[src/rtl/full_err_mon_pkg.sv]
// full_err_mon_pkg: shared types and constants for the full_err error monitor
package full_err_mon_pkg;
  localparam int ERR_STAT_CNT_W = 16;
  typedef struct packed {
    logic [23:0] man;
    logic [7:0]  exp;
  } float_24_8;
  typedef struct packed {
    logic [ERR_STAT_CNT_W-1:0] count;
    logic [7:0]                max_exp;
    logic [ERR_STAT_CNT_W-1:0] over;
  } err_stat_t;
endpackage

[src/rtl/full_err_mon_skid.sv]
// full_err_mon_skid: 2-entry valid/ready FIFO with a registered input ready
module full_err_mon_skid #(
  parameter int W = 33
) (
  input  logic         clk,
  input  logic         reset,
  input  logic [W-1:0] in_data,
  input  logic         in_vld,
  output logic         in_rdy,
  output logic [W-1:0] out_data,
  output logic         out_vld,
  input  logic         out_rdy
);
  logic [W-1:0] mem [2];
  logic wr_ptr, rd_ptr, push, pop;
  logic [1:0] used, used_nxt;
  // handshakes, occupancy update and zero-gated head entry
  always_comb begin
    out_vld = used != 2'd0;
    push = in_vld && in_rdy;
    pop = out_vld && out_rdy;
    used_nxt = used + {1'b0, push} - {1'b0, pop};
    out_data = out_vld ? mem[rd_ptr] : '0;
  end
  // storage needs no reset: stale entries are never visible past the gate
  always_ff @(posedge clk)
    if (push) mem[wr_ptr] <= in_data;
  // pointers, occupancy and ready held low through reset
  always_ff @(posedge clk or posedge reset)
    if (reset) begin
      wr_ptr <= 1'b0;
      rd_ptr <= 1'b0;
      used <= 2'd0;
      in_rdy <= 1'b0;
    end else begin
      wr_ptr <= wr_ptr ^ push;
      rd_ptr <= rd_ptr ^ pop;
      used <= used_nxt;
      in_rdy <= used_nxt != 2'd2;
    end
endmodule

[src/rtl/full_err_mon.sv]
// full_err_mon: forwards stage_1_error through a skid buffer and reports per-frame error statistics
module full_err_mon import full_err_mon_pkg::*; #(
  parameter int CNT_W = ERR_STAT_CNT_W
) (
  input  logic             clk,
  input  logic             reset,
  input  float_24_8        stage_1_error,
  input  logic             stage_1_error_fst,
  input  logic             stage_1_error_vld,
  output logic             stage_1_error_rdy,
  input  logic [7:0]       thresh_exp,
  output float_24_8        stage_1_delta,
  output logic             stage_1_delta_fst,
  output logic             stage_1_delta_vld,
  input  logic             stage_1_delta_rdy,
  output logic [CNT_W-1:0] stat_count,
  output logic [7:0]       stat_max_exp,
  output logic [CNT_W-1:0] stat_over,
  output logic             stat_vld,
  input  logic             stat_rdy,
  output logic             stat_ovf
);
  typedef enum logic {IDLE, FRAME} state_t;
  state_t state, state_nxt;
  logic [CNT_W-1:0] cnt, cnt_nxt, over, over_nxt;
  logic [7:0] max_exp, max_nxt;
  logic [32:0] skid_out;
  logic accept, nz, hot, open, close, load;
  full_err_mon_skid #(.W(33)) u_skid (
    .clk      (clk),
    .reset    (reset),
    .in_data  ({stage_1_error_fst, stage_1_error}),
    .in_vld   (stage_1_error_vld),
    .in_rdy   (stage_1_error_rdy),
    .out_data (skid_out),
    .out_vld  (stage_1_delta_vld),
    .out_rdy  (stage_1_delta_rdy)
  );
  assign {stage_1_delta_fst, stage_1_delta} = skid_out;
  // beat classification, frame open/close and saturating accumulator next values
  always_comb begin
    accept = stage_1_error_vld && stage_1_error_rdy;
    nz = |stage_1_error.man;
    hot = nz && (stage_1_error.exp > thresh_exp);
    open = accept && stage_1_error_fst;
    close = open && state == FRAME;
    load = close && (!stat_vld || stat_rdy);
    state_nxt = open ? FRAME : state;
    cnt_nxt = open ? CNT_W'(1) : (&cnt ? cnt : cnt + 1'b1);
    max_nxt = open ? (nz ? stage_1_error.exp : 8'd0)
                   : (nz && stage_1_error.exp > max_exp ? stage_1_error.exp : max_exp);
    over_nxt = open ? CNT_W'(hot) : (hot && !(&over) ? over + 1'b1 : over);
  end
  // frame state and accumulators; beats outside a frame are not counted
  always_ff @(posedge clk or posedge reset)
    if (reset) begin
      state <= IDLE;
      cnt <= '0;
      max_exp <= 8'd0;
      over <= '0;
    end else begin
      state <= state_nxt;
      if (open || (accept && state == FRAME)) begin
        cnt <= cnt_nxt;
        max_exp <= max_nxt;
        over <= over_nxt;
      end
    end
  // summary register: a close while a summary is still pending is dropped and flagged
  always_ff @(posedge clk or posedge reset)
    if (reset) begin
      stat_count <= '0;
      stat_max_exp <= 8'd0;
      stat_over <= '0;
      stat_vld <= 1'b0;
      stat_ovf <= 1'b0;
    end else begin
      if (load) begin
        stat_count <= cnt;
        stat_max_exp <= max_exp;
        stat_over <= over;
        stat_vld <= 1'b1;
      end else if (stat_rdy) begin
        stat_vld <= 1'b0;
      end
      if (close && !load) stat_ovf <= 1'b1;
    end
endmodule

[config.mk]
export PLATFORM = sky130hd
export DESIGN_NAME = full_err_mon
export DESIGN_NICKNAME = d
export VERILOG_FILES = /design/src/rtl/full_err_mon_pkg.sv /design/src/rtl/full_err_mon_skid.sv /design/src/rtl/full_err_mon.sv
export SDC_FILE = /design/constraint.sdc
export NUM_CORES = 1
export LEC_CHECK = 0
export BUFFER_PORTS_ARGS = -buffer_cell sky130_fd_sc_hd__buf_4
export CAP_MARGIN = 20
export CORE_ASPECT_RATIO = 1.2
export CORE_MARGIN = 2
export CORE_UTILIZATION = 24
export CTS_CLUSTER_DIAMETER = 80
export DETAILED_ROUTE_END_ITERATION = 8
export GPL_TIMING_DRIVEN = 0
export PLACE_DENSITY = 0.45
export SYNTH_ARGS = -nofsm -noshare
export SYNTH_HDL_FRONTEND = slang
export SYNTH_HIERARCHICAL = 1
export SYNTH_SLANG_ARGS = --single-unit
[constraint.sdc]
create_clock -name clk -period 5.3 [get_ports clk]
set_input_delay 0.265 -clock clk [delete_from_list [all_inputs] [get_ports clk]]
set_output_delay 0.265 -clock clk [all_outputs]
set_load 0.03 [all_outputs]
-- Word level (Yosys, flattened, before mapping)
Memory sizes are Yosys's and may differ from the RTL's.
Index checks and enable logic that the tools add are counted.
- RAM bits: 66
- word-level logic and storage cells: 61
- memories: 1
- register bits: 88
- bits of input ports: 46
- order comparisons: 2
- bitwise operators: 2
- equal/unequal tests: 2
- add/sub/neg operators: 4
- reductions and logical operators: 25
- multiplexer cells: 12
- memories (name ; depth ; bits a word ; rd ports ; clocked after memory_dff ; wr ports ; line ; RTL):
    u_skid.mem ; 2 ; 33 ; 1 ; 0 ; 1 ; full_err_mon_skid.sv:14 ; logic [W-1:0] mem [2];
- operators by type and width (kind ; count):
    two-way mux 16 bit ; 4
    two-way mux 33 bit ; 1
    adder 16 x 1 -> 16 bit, second input constant ; 2
    AND reduction 16 bit ; 2
    two-way mux 8 bit ; 3
    OR reduction 24 bit ; 1
    greater-than comparator 8 bit ; 2
    logical AND 1 bit ; 10
    nonzero test 2 bit ; 4
    AND reduction 2 bit ; 3
    two-way mux 1 bit ; 4
    != test 2 bit, second input constant ; 2
    logical NOT 1 bit ; 3
    adder 2 x 1 -> 2 bit ; 1
    logical OR 1 bit ; 2
    subtractor 2 x 1 -> 2 bit ; 1
    bitwise XOR 1 bit ; 2

-- Logic depth before layout (Yosys ltp)
- depth after elaboration: 6
- mapped depth: 9
- mapped depth without buffers: 8

-- By module
Netlist, hierarchy kept.
- by module, submodules not included (module ; cells an instance ; sequential area each (sq um) ; area each (sq um) ; instances):
    full_err_mon ; 363 ; 2077.0 ; 4082.7 ; 1
    full_err_mon_skid ; 164 ; 2107.0 ; 2795.2 ; 1

-- Least setup slack after synthesis
Ideal clock, no wire load.
- path type: register -> register
- start point: register over[0]
- end point: register over[13]
- cell stages (with the launch flop): 9
- data required time: 5222 ps
- period minus slack after synthesis: 2194 ps
- arrival: 2116 ps
- slack: 3106 ps
- buffers on the path: 1
- cells stage by stage: dfrtp_1 > ha_1 > and3_4 > and3_4 > buf_6 > a41o_4 > or3_1 > or3_1 > a21oi_1
- cells in the longest elaborated chain, start to end: 5
- elaborated cells between the ends (all ways): 8
- ends and longest elaborated chain (what ; line ; RTL):
    start, declared ; full_err_mon.sv:25 ; logic [CNT_W-1:0] cnt, cnt_nxt, over, over_nxt;
    start signal, assigned ; full_err_mon.sv:66 ; over <= over_nxt;
    parallel branches: the longest is 5 deep, another holds adder 16 x 1 -> 16 bit ; n/a ;
Parallel ways; which one is timed is not known. The select of a mux whose other input is x is not followed.
A chain may end at the register's enable or synchronous reset.

-- Worst setup path after layout
Same ends and word-level chain as after synthesis.

==> run_results.csv <==
group,metric,value,unit
yosys,synth_edf_count,66,
pwr,p_total,4.62,mW
drt,drc,0,
die,initial_core_util,0.245,
sta,fin_skew,0.00885,ns
worst_setup_path,worstPathMaxFanout,9,
pwr,powerDensity,517,mW/mm^2
yosys,synth_cell_types,48,
clock_network,cts.clk_slew.worst_paths,0.07,ns
global_routing,grt_antenna_before_repair,0,
yosys,syn_nets,595,
yosys,syn_inst,527,
finish,drive_gt1_frac,0.316,
worst_setup_path,r2r-start,"over[0]",
worst_hold_path,hold_start,"stage_1_error[10]",
finish,regArea,0.00418,mm^2
worst_setup_path,crit_family,"simple AND/OR/NAND/NOR gates",
place,globalplace.congestion,0.748,
die,die_h,189,um
yosys,syn_avg_cell_area,13.1,um^2
sta,rsz0062_at_grt,"no",
yosys,yosysMostFrequentCell,"dfrtp_1",
finish,num-fill-cells,2824,
pwr,leakage,3.93,nW
sta,min_period,2.39,ns
drt,drtIter0Drc,263,
worst_setup_path,slowest_delay,0.43,ns
run_status,status,"finished clean",
die,die_w,159,um
global_routing,grt_max_degree,68,
yosys,synth_ff_type,"dfrtp_1",
place,port_buffers,122,
sta,max_freq,418,MHz
yosys,yosys-top-cells-count,"88 x dfrtp_1, 66 x edfxtp_1, 49 x nor2_1",
clock_network,cts_post_setup_buffers_inserted,0,
clock_network,cts_sinks,154,
sta,fin_crit_sh,0.451,
yosys,ys_seq_elements,154,
sta,worstMarginPinSlew,0.915,ns
drt,ant_nets,0,
worst_setup_path,criticalPathCategory,"flop to flop",
sta,drv_slew,0,
worst_setup_path,crit_path_cell_trace,"ha_1 -> and3_4 -> and3_4 -> buf_6 -> a41o_4 -> or3_1 -> or3_1 -> a21oi_1",
yosys,synth_area_leader_cell,"dfrtp_1",
finish,nets,738,
run,cap_violations,0,
worst_setup_path,critPathRequiredTime,5.63,ns
drt,wl_per_cell,16.3,um
die,io_pins,123,
finish,area_delta_synth_final,29.9,%
drt,via_per_inst,4.51,
worst_setup_path,worstSetupStartpointType,"flop",
sta,max_slew_margin,0.390,
global_routing,grt_pass1_vias,4795,
place,place_hpwl,12.6,mm
global_routing,grt_pass1_wl,26.8,mm
worst_setup_path,cp-end-kind,"flop",
die,die_area,0.0300,mm^2
clock_network,cts_buffers,17,
clock_network,cts_tree,"yes",
finish,diodes,0,
worst_hold_path,min_path_type,"input port to flop",
drt,firstDrtPassIters,5,
drt,wl,17.3,mm
yosys,synthDominantCellAreaShare,0.320,
worst_setup_path,cp_data_arrival_time,2.73,ns
worst_setup_path,cp_num_buf_inv,1,
clock_network,clock_latency,0.42,ns
finish,fin_util,0.318,
yosys,ys_async_sr_fraction,0.571,
sta,fin_tns_setup,0,ns
sta,hold_violations,0,
yosys,yosysWarnings,6,
global_routing,gr-total-overflow,0,
die,core_area,0.0281,mm^2
finish,multi_input_area,0.00244,mm^2
clock_network,cts_max_path_buffers,2,
die,num_rows,67,
sta,setup_viol,0,
clock_network,htreeDepth,4,
yosys,netlist_top_cells_area,"dfrtp_1 32%, edfxtp_1 29%, mux2_2 6.5%, mux2i_1 4.9%, ha_1 4.0%",
pwr,ir_drop,193,uV
drt,vias,4792,
worst_setup_path,crit_slowest_cell,"dfrtp_1",
worst_setup_path,crit_path_start,"over[0]",
yosys,synth.yosys.seq_area_share,0.608,
global_routing,track_usage,0.118,
clock_network,clock-root-buffer,"clkbuf_16",
yosys,syn_area,0.00688,mm^2
sta,whs,0.0409,ns
layer usage:
| layer | part of all wire | up-vias | track usage |
|---|---|---|---|
| met4 | 0.0074 | 0 | 0.0298 |
| met1 | 0.46 | 2382 | 0.157 |
| met5 | 0 | - | 0 |
| met2 | 0.48 | 151 | 0.192 |
| li1 | - | 2250 | - |
| met3 | 0.056 | 9 | 0.0282 |
final cells by class:
cell class,count,share of cell area
clock buffers,18,0.0480
inverters,28,0.0120
flip-flops and latches,154,0.468
repair buffers,124,0.107
clock inverters,14,0.0214
multi-input cells,324,0.274
well taps,379,0.0531
plain buffers,21,0.0167
placed cells by master (no fill, tap or decap), types with 7 or more instances in the layout:
cell type  count
mux2_2        40
xor2_1         9
mux2i_1       34
clkbuf_16     17
buf_4        122
o21ai_0        9
dfrtp_1       88
a32o_1         8
clkbuf_1      11
edfxtp_1      66
nand4_1       14
nor2_1        49
inv_1         26
nand2_1       16
nand3_1       15
ha_1          20
a21oi_1       22
o31ai_1        7
power by group:
group          switching [mW]  internal [mW]  total, mW  leakage (nW)
registers               0.127           1.50       1.63          1.78
logic                    1.04          0.664       1.70          1.85
clock network           0.498          0.791       1.29         0.305
metrics by stage:
stage               instance area [um^2]  setup WS, ns  std cells
floorplan                           6880          2.90        527
global placement                    8270          1.77       1028
detailed placement                  8300          2.54       1029
CTS                                 8930          2.92       1062
global route                        8930          2.75       1062
finish                              8930          2.91       1062
worst paths after layout:
kind / to / slack, ns / depth (start not counted)
min in group asynchronous: u_skid/rd_ptr / 0.33 / 3
setup / recovery: over[13] / 2.91 / 8
hold / removal: u_skid/mem[1][10] / 0.04 / 1
hold reg to reg: stat_over[11] / 0.51 / 1
setup reg to reg: over[13] / 2.91 / 8
max in group asynchronous: stat_max_exp[2] / 4.35 / 4
sequential cells by signal, summed over array words and instances (netlist names):
| register | flops |
|---|---|
| stat_over | 16 |
| state | 1 |
| u_skid/rd_ptr | 1 |
| stat_vld | 1 |
| cnt | 16 |
| stat_count | 16 |
| u_skid/in_rdy | 1 |
| u_skid/mem | 66 |
| over | 16 |
| stat_max_exp | 8 |
| u_skid/wr_ptr | 1 |
| stat_ovf | 1 |
| max_exp | 8 |
| u_skid/used | 2 |
timing repair:
item	4_1_cts	5_1_grt
hold buffers	1	0
hold endpoints to repair	21	0
resized for setup	0	0
kinds of logic (layout without fill, tap and decap cells):
group	count (synthesis)	count (layout)	synth area share
AO/OA/AOI/OAI	73	73	0.0759
multiplexers	74	74	0.115
adder cells (fa/ha/maj)	22	22	0.0400
flip-flops	154	154	0.608
buffers and inverters	49	205	0.0369
AND/OR/NAND/NOR	143	143	0.109
XOR/XNOR	12	12	0.0153
No activity file was read; power rests on OpenSTA's default activity.
